## config.mk

```make
export PLATFORM = sky130hd
export DESIGN_NAME = pdm_modulator_flat
export DESIGN_NICKNAME = d
export VERILOG_FILES = /design/src/rtl/pdm_pkg.sv /design/src/rtl/pdm_modulator_if.sv /design/src/rtl/pdm_modulator_sd2.sv /design/src/rtl/pdm_modulator.sv /design/src/flat_wrapper.sv
export SDC_FILE = /design/constraint.sdc
export NUM_CORES = 1
export LEC_CHECK = 0
export BUFFER_PORTS_ARGS = -buffer_cell sky130_fd_sc_hd__buf_4
export CAP_MARGIN = 20
export CORE_AREA = 2 2 161 163
export DETAILED_ROUTE_END_ITERATION = 16
export DIE_AREA = 0 0 163 165
export GPL_ROUTABILITY_DRIVEN = 0
export PLACE_DENSITY = 0.77
export REMOVE_ABC_BUFFERS = 1
export SLEW_MARGIN = 30
export SYNTH_ARGS = -nofsm -noshare
export SYNTH_HDL_FRONTEND = slang
export SYNTH_SLANG_ARGS = --single-unit
```

## constraint.sdc

```tcl
create_clock -name clk -period 10.1 [get_ports clk]
set_input_delay 1.515 -clock clk [delete_from_list [all_inputs] [get_ports clk]]
set_output_delay 1.515 -clock clk [all_outputs]
set_load 0.01 [all_outputs]
```

## src/rtl/pdm_pkg.sv

```systemverilog
// Shared PDM definitions: full-scale constant, integrator saturation and pdm_clk phase naming.
// Also used by the cic PDM-microphone decimator.
package pdm_pkg;

  typedef logic signed [63:0] wide_t;

  typedef enum logic {
    PH_LEFT,
    PH_RIGHT
  } pdm_phase_e;

  // Full-scale feedback magnitude, 2^(width-1).
  function automatic wide_t fs(input int unsigned width);
    return wide_t'(1) <<< (width - 1);
  endfunction

  // Symmetric clamp to +/-(2^(acc_w-1)-1).
  function automatic wide_t sat(input wide_t v, input int unsigned acc_w);
    wide_t lim;
    lim = (wide_t'(1) <<< (acc_w - 1)) - wide_t'(1);
    if (v > lim) return lim;
    if (v < -lim) return -lim;
    return v;
  endfunction

endpackage

```

## src/rtl/pdm_modulator_if.sv

```systemverilog
// PCM sample-pair handshake between a PCM source and the PDM modulator.
interface pdm_modulator_if #(
  parameter int unsigned WIDTH = 16
);

  logic [WIDTH-1:0] pcm_l;
  logic [WIDTH-1:0] pcm_r;
  logic             pcm_valid;
  logic             pcm_ready;

  modport master (
    output pcm_l,
    output pcm_r,
    output pcm_valid,
    input  pcm_ready
  );

  modport slave (
    input  pcm_l,
    input  pcm_r,
    input  pcm_valid,
    output pcm_ready
  );

endinterface

```

## src/rtl/pdm_modulator_sd2.sv

```systemverilog
// One second-order sigma-delta modulator channel; state advances only on step.
// step_bit is the bit produced by the step taken this cycle.
module sd2_channel
  import pdm_pkg::*;
#(
  parameter int unsigned WIDTH = 16,
  parameter int unsigned ACC_W = WIDTH + 4
) (
  input  logic                    clk,
  input  logic                    reset,
  input  logic                    step,
  input  logic signed [WIDTH-1:0] sample,
  output logic                    step_bit
);

  localparam wide_t Fs = fs(WIDTH);

  logic signed [ACC_W-1:0] i1_q, i2_q;
  logic signed [ACC_W-1:0] i1_d, i2_d;
  logic                    last_bit_q;
  wide_t                   fb;

  always_comb begin
    fb       = last_bit_q ? Fs : -Fs;
    i1_d     = ACC_W'(sat(wide_t'(i1_q) + wide_t'(sample) - fb, ACC_W));
    i2_d     = ACC_W'(sat(wide_t'(i2_q) + wide_t'(i1_d) - fb, ACC_W));
    step_bit = ~i2_d[ACC_W-1];
  end

  always_ff @(posedge clk) begin
    if (reset) begin
      i1_q       <= '0;
      i2_q       <= '0;
      last_bit_q <= 1'b0;
    end else if (step) begin
      i1_q       <= i1_d;
      i2_q       <= i2_d;
      last_bit_q <= step_bit;
    end
  end

endmodule

```

## src/rtl/pdm_modulator.sv

```systemverilog
// Stereo PCM-to-PDM transmitter: one-entry PCM buffer, pdm_clk divider and two
// sigma-delta channels sharing one data line (left in the high half of pdm_clk).
module pdm_modulator
  import pdm_pkg::*;
#(
  parameter int unsigned WIDTH    = 16,
  parameter int unsigned HALF_DIV = 4,
  parameter int unsigned OSR      = 64,
  parameter int unsigned ACC_W    = WIDTH + 4
) (
  input  logic           clk,
  input  logic           reset,
  pdm_modulator_if.slave pcm,
  output logic           pdm_clk,
  output logic           pdm_dout,
  output logic           frame,
  output logic           underrun,
  input  logic           underrun_clr
);

  localparam int unsigned DW = $clog2(2 * HALF_DIV);
  localparam int unsigned BW = (OSR > 1) ? $clog2(OSR) : 1;
  localparam logic [DW-1:0] DLast  = DW'(2 * HALF_DIV - 1);
  localparam logic [DW-1:0] DRight = DW'(HALF_DIV);
  localparam logic [BW-1:0] BLast  = BW'(OSR - 1);

  logic [DW-1:0]    dcnt_q;
  logic [BW-1:0]    bcnt_q;
  logic             pdm_clk_q, pdm_dout_q, underrun_q, buf_full_q;
  logic [WIDTH-1:0] buf_l_q, buf_r_q, cur_l_q, cur_r_q;

  pdm_phase_e       phase;
  logic             left_step, right_step, boundary, load, accept;
  logic [WIDTH-1:0] sample_l;
  logic             bit_l, bit_r;

  always_comb begin
    phase      = (dcnt_q < DRight) ? PH_LEFT : PH_RIGHT;
    left_step  = (dcnt_q == '0);
    right_step = (dcnt_q == DRight);
    boundary   = left_step && (bcnt_q == '0);
    load       = boundary && buf_full_q;
    accept     = pcm.pcm_valid && !buf_full_q;
    // The left step at a boundary already runs on the freshly loaded sample.
    sample_l   = load ? buf_l_q : cur_l_q;
  end

  sd2_channel #(
    .WIDTH (WIDTH),
    .ACC_W (ACC_W)
  ) u_sd_l (
    .clk      (clk),
    .reset    (reset),
    .step     (left_step),
    .sample   (sample_l),
    .step_bit (bit_l)
  );

  sd2_channel #(
    .WIDTH (WIDTH),
    .ACC_W (ACC_W)
  ) u_sd_r (
    .clk      (clk),
    .reset    (reset),
    .step     (right_step),
    .sample   (cur_r_q),
    .step_bit (bit_r)
  );

  always_ff @(posedge clk) begin
    if (reset) begin
      dcnt_q     <= '0;
      bcnt_q     <= '0;
      pdm_clk_q  <= 1'b0;
      pdm_dout_q <= 1'b0;
      underrun_q <= 1'b0;
      buf_full_q <= 1'b0;
      buf_l_q    <= '0;
      buf_r_q    <= '0;
      cur_l_q    <= '0;
      cur_r_q    <= '0;
    end else begin
      dcnt_q    <= (dcnt_q == DLast) ? '0 : dcnt_q + 1'b1;
      pdm_clk_q <= (phase == PH_LEFT);
      if (left_step) begin
        bcnt_q     <= (bcnt_q == BLast) ? '0 : bcnt_q + 1'b1;
        pdm_dout_q <= bit_l;
      end else if (right_step) begin
        pdm_dout_q <= bit_r;
      end
      // load needs a full buffer and accept an empty one, so they never collide.
      if (load) begin
        cur_l_q    <= buf_l_q;
        cur_r_q    <= buf_r_q;
        buf_full_q <= 1'b0;
      end
      if (accept) begin
        buf_l_q    <= pcm.pcm_l;
        buf_r_q    <= pcm.pcm_r;
        buf_full_q <= 1'b1;
      end
      if (underrun_clr) begin
        underrun_q <= 1'b0;
      end else if (boundary && !buf_full_q) begin
        underrun_q <= 1'b1;
      end
    end
  end

  assign pcm.pcm_ready = ~buf_full_q;
  assign pdm_clk       = pdm_clk_q;
  assign pdm_dout      = pdm_dout_q;
  assign underrun      = underrun_q;
  assign frame         = boundary && !reset;

endmodule

```

## src/flat_wrapper.sv

```systemverilog
// flat-port wrapper written by rule: the top's interface ports become plain ports
module pdm_modulator_flat import pdm_pkg::*;
#(
  parameter int unsigned WIDTH    = 16,
  parameter int unsigned HALF_DIV = 4,
  parameter int unsigned OSR      = 64,
  parameter int unsigned ACC_W    = WIDTH + 4
)
  (clk, reset, pdm_clk, pdm_dout, frame, underrun, underrun_clr, pcm_pcm_l, pcm_pcm_r, pcm_pcm_valid, pcm_pcm_ready);
  pdm_modulator_if #(.WIDTH(WIDTH)) pcm_i ();
  input  logic clk;
  input  logic reset;
  output logic pdm_clk;
  output logic pdm_dout;
  output logic frame;
  output logic underrun;
  input  logic underrun_clr;
  input wire logic [$bits(pcm_i.pcm_l)-1:0] pcm_pcm_l;
  input wire logic [$bits(pcm_i.pcm_r)-1:0] pcm_pcm_r;
  input wire logic [$bits(pcm_i.pcm_valid)-1:0] pcm_pcm_valid;
  output wire logic [$bits(pcm_i.pcm_ready)-1:0] pcm_pcm_ready;
  assign pcm_i.pcm_l = pcm_pcm_l;
  assign pcm_i.pcm_r = pcm_pcm_r;
  assign pcm_i.pcm_valid = pcm_pcm_valid;
  assign pcm_pcm_ready = pcm_i.pcm_ready;
  pdm_modulator #(.WIDTH(WIDTH), .HALF_DIV(HALF_DIV), .OSR(OSR), .ACC_W(ACC_W)) u_core (.clk(clk), .reset(reset), .pcm(pcm_i), .pdm_clk(pdm_clk), .pdm_dout(pdm_dout), .frame(frame), .underrun(underrun), .underrun_clr(underrun_clr));
endmodule
```

# --- Yosys cells after proc, flatten, opt, wreduce, memory -nomap -nowiden ---
# Cells that the tools add are included.
classes:
  bitwise_logic: 3
  n_mux: 36
  n_addsub: 10
  magnitude_cmp: 9
  n_reduce_logical: 13
  eq_ne: 3
op_table:
  columns: ["operator", "count"]
  rows:
  - ["$mux 20", 16]
  - ["$gt 64x20->1 const B", 4]
  - ["$lt 64x20->1 const B", 4]
  - ["$sub 21x64->64", 4]
  - ["$mux 64", 2]
  - ["$add 20x16->21", 2]
  - ["$add 20x20->21", 2]
  - ["$mux 1", 16]
  - ["$mux 16", 1]
  - ["$add 6x1->6 const B", 1]
  - ["$eq 3x3->1 const B", 2]
  - ["$eq 6x6->1 const B", 1]
  - ["$logic_not 6->1", 1]
  - ["$mux 6", 1]
  - ["$logic_and 1x1->1", 5]
  - ["$reduce_bool 2->1", 2]
  - ["$reduce_or 2->1", 2]
  - ["$add 3x1->3 const B", 1]
  - ["$logic_not 3->1", 1]
  - ["$lt 3x3->1 const B", 1]
  - ["$not 1->1", 3]
  - ["$logic_not 1->1", 2]
word_totals:
  reg_bits: 159
  input_bits: 36
  out_inout_bits: 5

# --- Depth between registers and ports, before layout ---
depth:
  word_depth: 20
  depth_mapped: 53
  depth_no_buf: 49

# --- Hierarchy ---
# From an unflattened synthesis, not the netlist that was laid out.
hier_totals:
  hier_cells: 1914
  hier_area_um2: 15411.0
modules_own_cells:
  columns: ["module", "cells_each", "n_inst", "seq_area_each_um2", "area_each_um2"]
  rows:
  - ["sd2_channel (u_core.u_sd_l)", 790, 1, 820.8, 6203.4]
  - ["sd2_channel (u_core.u_sd_r)", 744, 1, 820.8, 5914.4]
  - ["pdm_modulator", 380, 1, 1541.5, 3293.2]

# --- Worst setup path before layout ---
# OpenSTA, ideal clock, no wires.
synth_timing:
  path_type: "reg-to-reg"
  startpoint: "register u_core.bcnt_q[2]"
  endpoint: "register u_core.u_sd_l.i2_q[13]"
  setup_slack_ps: -850
  path_buffers: 4
  t_arrival_ps: 10807
  period_less_slack_ps: 10950
  setup_ps: 144
  path_stages_with_launch: 48
  cell_sequence: "dfxtp_1 > or4b_4 > nor2_1 > nand2_1 > nand2_1 > inv_1 > fa_1 > inv_1 > ha_1 > clkbuf_1 > nand2_1 > nor2_1 > nand2_1 > a21oi_2 > a211o_1 > fa_1 > or4b_2 > nor4_1 > [12 not listed] > a21oi_1 > or3b_2 > nor2_1 > o21ai_0 > a21o_1 > fa_1 > nor2_1 > nand3_1 > or3_1 > or4_1 > nor4_1 > o211ai_1 > a2111oi_2 > o21ai_1 > nand2b_1 > buf_4 > buf_6 > a221oi_1"
synth_between:
  elab_chain_cells: 18
  word_cells_on_any_way: 24
  cone_classes: "4 x add/sub; 4 x order compare; 13 x mux; 3 x reduce/logical"
synth_lines:
  columns: ["item", "line_no", "source"]
  rows:
  - ["from (decl)", "pdm_modulator.sv:28", "logic [BW-1:0] bcnt_q;"]
  - ["from (signal assigned)", "pdm_modulator.sv:86", "bcnt_q <= (bcnt_q == BLast) ? '0 : bcnt_q + 1'b1;"]
  - ["$logic_not 6->1 *", "pdm_modulator.sv:41", "boundary = left_step && (bcnt_q == '0);"]
  - ["$logic_and 1x1->1 *", "pdm_modulator.sv:41", null]
  - ["$logic_and 1x1->1 *", "pdm_modulator.sv:42", "load = boundary && buf_full_q;"]
  - ["$mux 16 *", "pdm_modulator.sv:45", "sample_l = load ? buf_l_q : cur_l_q;"]
  - ["named net u_core.sample_l[15]", "pdm_modulator.sv:34", "logic [WIDTH-1:0] sample_l;"]
  - ["$add 20x16->21 *", "pdm_modulator_sd2.sv:25", "i1_d = ACC_W'(sat(wide_t'(i1_q) + wide_t'(sample) - fb, ACC_W));"]
  - ["$sub 21x64->64 *", "pdm_modulator_sd2.sv:25", null]
  - ["$lt 64x20->1", "pdm_pkg.sv:22", "if (v < -lim) return -lim;"]
  - ["$mux 1 (2 in a row)", "pdm_pkg.sv:22", null]
  - ["$mux 20", "pdm_pkg.sv:23", "return v;"]
  - ["$mux 20 *", "pdm_pkg.sv:22", null]
  - ["$add 20x20->21 *", "pdm_modulator_sd2.sv:26", "i2_d = ACC_W'(sat(wide_t'(i2_q) + wide_t'(i1_d) - fb, ACC_W));"]
  - ["$sub 21x64->64 *", "pdm_modulator_sd2.sv:26", null]
  - ["$lt 64x20->1", "pdm_pkg.sv:22", null]
  - ["$mux 1 (2 in a row)", "pdm_pkg.sv:22", null]
  - ["$mux 20", "pdm_pkg.sv:23", null]
  - ["$mux 20 *", "pdm_pkg.sv:22", null]
  - ["to (signal assigned)", "pdm_modulator_sd2.sv:37", "i2_q <= i2_d;"]
  - ["to (decl)", "pdm_modulator_sd2.sv:18", "logic signed [ACC_W-1:0] i1_q, i2_q;"]
# Mark *: on every way through the listed nets, which the timed path passes. The rest lies on a longest branch. The select of a mux whose other input is x is not followed.
# A chain may end at the register's enable or synchronous reset.

# --- Worst setup path after layout ---
layout_timing:
  startpoint: "register u_core.bcnt_q[1]"
  endpoint: "register u_core.u_sd_l.i2_q[3]"
layout_between:
  elab_chain_cells: 18
  word_cells_on_any_way: 24
  cone_classes: "4 x add/sub; 4 x order compare; 13 x mux; 3 x reduce/logical"
layout_lines:
  columns: ["item", "line_no"]
  rows:
  - ["$logic_not 6->1 *", "pdm_modulator.sv:41"]
  - ["$logic_and 1x1->1 *", "pdm_modulator.sv:41"]
  - ["$logic_and 1x1->1 *", "pdm_modulator.sv:42"]
  - ["$mux 16 *", "pdm_modulator.sv:45"]
  - ["$add 20x16->21 *", "pdm_modulator_sd2.sv:25"]
  - ["$sub 21x64->64 *", "pdm_modulator_sd2.sv:25"]
  - ["$lt 64x20->1", "pdm_pkg.sv:22"]
  - ["$mux 1 (2 in a row)", "pdm_pkg.sv:22"]
  - ["$mux 20", "pdm_pkg.sv:23"]
  - ["$mux 20 *", "pdm_pkg.sv:22"]
  - ["$add 20x20->21 *", "pdm_modulator_sd2.sv:26"]
  - ["$sub 21x64->64 *", "pdm_modulator_sd2.sv:26"]
  - ["$lt 64x20->1", "pdm_pkg.sv:22"]
  - ["$mux 1 (2 in a row)", "pdm_pkg.sv:22"]
  - ["$mux 20", "pdm_pkg.sv:23"]
  - ["$mux 20 *", "pdm_pkg.sv:22"]
# Every way passes the cells marked *; elsewhere a longest branch is shown, timed or not. The select of a mux whose other input is x is not followed.

==> metrics <==
status complete, no violations; RR Startpoint u_core.bcnt_q[1]; flop and latch count out of synthesis 159; critical path class register to register; endpoints failing setup 0; critical path's largest stage delay 560 ps; sequential share of the synthesized area 0.2202; vias in the first global route 13.74k; Startpoint Class register; max-slew violations 0; Worst-path clk slew 80 ps; num ports 41; Max FO, Critical Path 8; period utilisation layout 0.9854; clk_lat worst skew 450 ps; global-route wire length before repair 63.11 mm; CP required 10,390 ps; placed inst area 16,160 sq um; CP max-delay cell or4b_4; share of layout cells above drive strength 1 0.2613; hold_sp u_core.cur_r_q[9]; initial antenna violation count 0; post-detailed-route wirelength per cell 18.21 um; warnings from Yosys 0; Max Fclk 100.5 MHz; CP most frequent cell buf_12; max capacitance violation total 0; Synth Instances 1,854; final wirelength 43.77 mm; hold slack 457.5 ps; clk buf depth 2; Mean Syn Cell Area 7.795 sq um; final hold violation count 0; largest net degree at the start of global routing 69; post-synth design cell area 14,450 sq um; GRT overflow 0; Crit. End Element register; CTS tree done; Via Count 14.78k; Initial Util 0.5773; Final WS setup 147.9 ps; Async S/R FF share, synth 0; Top FF cell, synth dfxtp_1; PortBufs 40; Place WS -544.8 ps; Finished Core Util 0.7435; GRT Overall Usage 0.2878; vias per cell 6.147; number of clock sinks 159; unique cell type count in the Yosys netlist 89; worst path arrival time 10,240 ps; Worst Max-Slew Pin Slew 996.2 ps; NumNets Final 2,308; HPWL reported at the end of detailed placement 29.31 mm; clock root buffer clkbuf_16; Worst slew margin 0.3274; EDFF count, synth 0; die width 163 um; Hold/Removal Path Class register to register; crit path from u_core.bcnt_q[1]; drt pass-1 iters 6; Core Footprint 25,040 sq um; DR DRC count 0; Layout area overhead 28.79%; Inserted Clock Buffers 17; CTS H-Tree Depth 4; die area 26,900 sq um; number of diodes 0; Post-DRT Antenna Nets 0; final instance area 18,610 sq um; DR iter-0 viols 1,242; Die H 165 um; Setup Skew 16.79 ps; row count 58; fin crit period 9952 ps
-- logic make-up after synthesis --
group,Yosys count,share of synthesized area
fa+ha+maj,211,0.2154
buf+inv,313,0.08233
flops,159,0.2202
simple gates,629,0.2175
xor+xnor,63,0.03818
mux,23,0.01610
compound gates,456,0.2103
-- cells in the final DEF, fill, tap and decap left out, types with 10 or more instances in the layout --
cell type / netlist / routed
nand2_2: 0 / 11
xnor2_1: 36 / 36
nand4_1: 28 / 28
nor4_1: 28 / 16
a31oi_1: 19 / 14
dfxtp_1: 159 / 152
clkbuf_16: 0 / 20
a21oi_2: 2 / 24
inv_2: 0 / 21
a21oi_1: 142 / 114
nand2_1: 217 / 205
or2_2: 14 / 14
nor3_1: 36 / 33
a221oi_1: 14 / 14
nand3_1: 24 / 21
inv_1: 240 / 218
ha_1: 148 / 114
ha_4: 0 / 29
a21o_1: 51 / 50
buf_4: 1 / 241
or3_1: 16 / 15
nor2b_1: 23 / 15
fa_1: 63 / 58
nor2_1: 139 / 128
a211oi_1: 49 / 45
xor2_1: 27 / 27
mux2i_1: 21 / 11
o21a_1: 13 / 13
a22oi_1: 10 / 10
nand2b_1: 34 / 31
o21ai_0: 57 / 37
o21ai_2: 1 / 14
-- Yosys cell counts (16+ instances only) --
| master | number | area, sq um |
|---|---|---|
| inv_1 | 240 | 900.9 |
| nand2_1 | 217 | 814.5 |
| dfxtp_1 | 159 | 3183 |
| ha_1 | 148 | 1852 |
| a21oi_1 | 142 | 710.7 |
| nor2_1 | 139 | 521.8 |
| clkbuf_1 | 65 | 244.0 |
| fa_1 | 63 | 1261 |
| o21ai_0 | 57 | 285.3 |
| a21o_1 | 51 | 382.9 |
| a211oi_1 | 49 | 367.9 |
| nor3_1 | 36 | 180.2 |
| xnor2_1 | 36 | 315.3 |
| nand2b_1 | 34 | 212.7 |
| nand4_1 | 28 | 175.2 |
| nor4_1 | 28 | 175.2 |
| xor2_1 | 27 | 236.5 |
| nand3_1 | 24 | 120.1 |
| nor2b_1 | 23 | 143.9 |
| mux2i_1 | 21 | 210.2 |
| a31oi_1 | 19 | 118.9 |
| or3_1 | 16 | 100.1 |
-- area by class of cell --
type / instances / area [sq um]
sequential: 159 / 3192
tap: 330 / 412.9
multi-input combinational: 1383 / 11350
inverter: 241 / 907.1
clock inverter: 15 / 214.0
fill: 1652 / 6422
clock buffer: 17 / 425.4
timing repair buffer: 259 / 2110
-- final timing paths --
kind	slack [ps]	end	cells past startpoint
max	150	u_core.u_sd_l.i2_q[3]	45
min	460	u_core.cur_r_q[9]	2
max reg2reg	150	u_core.u_sd_l.i2_q[3]	45
min reg2reg	460	u_core.cur_r_q[9]	2
-- layer usage --
metal  vias to the layer above  track usage  wire [um]
li1                       6925            -          -
met1                      6998       0.3452      16970
met2                       668       0.5193      22060
met3                       187      0.03993       2658
met4                         0       0.1154       2082
met5                         -            0          0
-- per-stage QoR --
stage / std cells / TNS [ps]
final: 2404 / 0
after global routing: 2404 / -8579
after CTS: 2354 / 0
after detailed placement: 2316 / -15200
after global placement: 2316 / -9210
after floorplan: 1782 / -32560
-- sequential cells by signal, summed over array words and instances, names as in the netlist, named ones only --
register / flops
u_core.pdm_dout: 1
u_core.buf_full_q: 1
u_core.underrun: 1
u_core.bcnt_q: 6
u_core.u_sd_l.i2_q: 20
u_core.u_sd_l.i1_q: 20
u_core.u_sd_l.last_bit_q: 1
u_core.dcnt_q: 3
u_core.buf_l_q: 16
u_core.cur_r_q: 16
u_core.u_sd_r.i2_q: 20
u_core.u_sd_r.i1_q: 20
u_core.pdm_clk: 1
u_core.buf_r_q: 16
u_core.u_sd_r.last_bit_q: 1
u_core.cur_l_q: 14
-- timing repair --
item,4_1_cts,5_1_grt
gates resized for setup,42,255
endpoints found under the setup margin,38,38
gates cloned,0,4
hold buffers,0,0
pin swaps,13,112
setup buffers,6,47
-- worst max-delay path: cells and delay by family, from the launching register on --
kind / cells / cell delay, ps
xor+xnor: 1 / 170
buf+inv: 6 / 780
compound gates: 12 / 2060
flops: 1 / 340
simple gates: 19 / 4460
fa+ha+maj: 6 / 1690
mux: 1 / 280
Power is not shown: default switching activity piles up to over one toggle a cycle in this logic, so the estimate is an artifact.
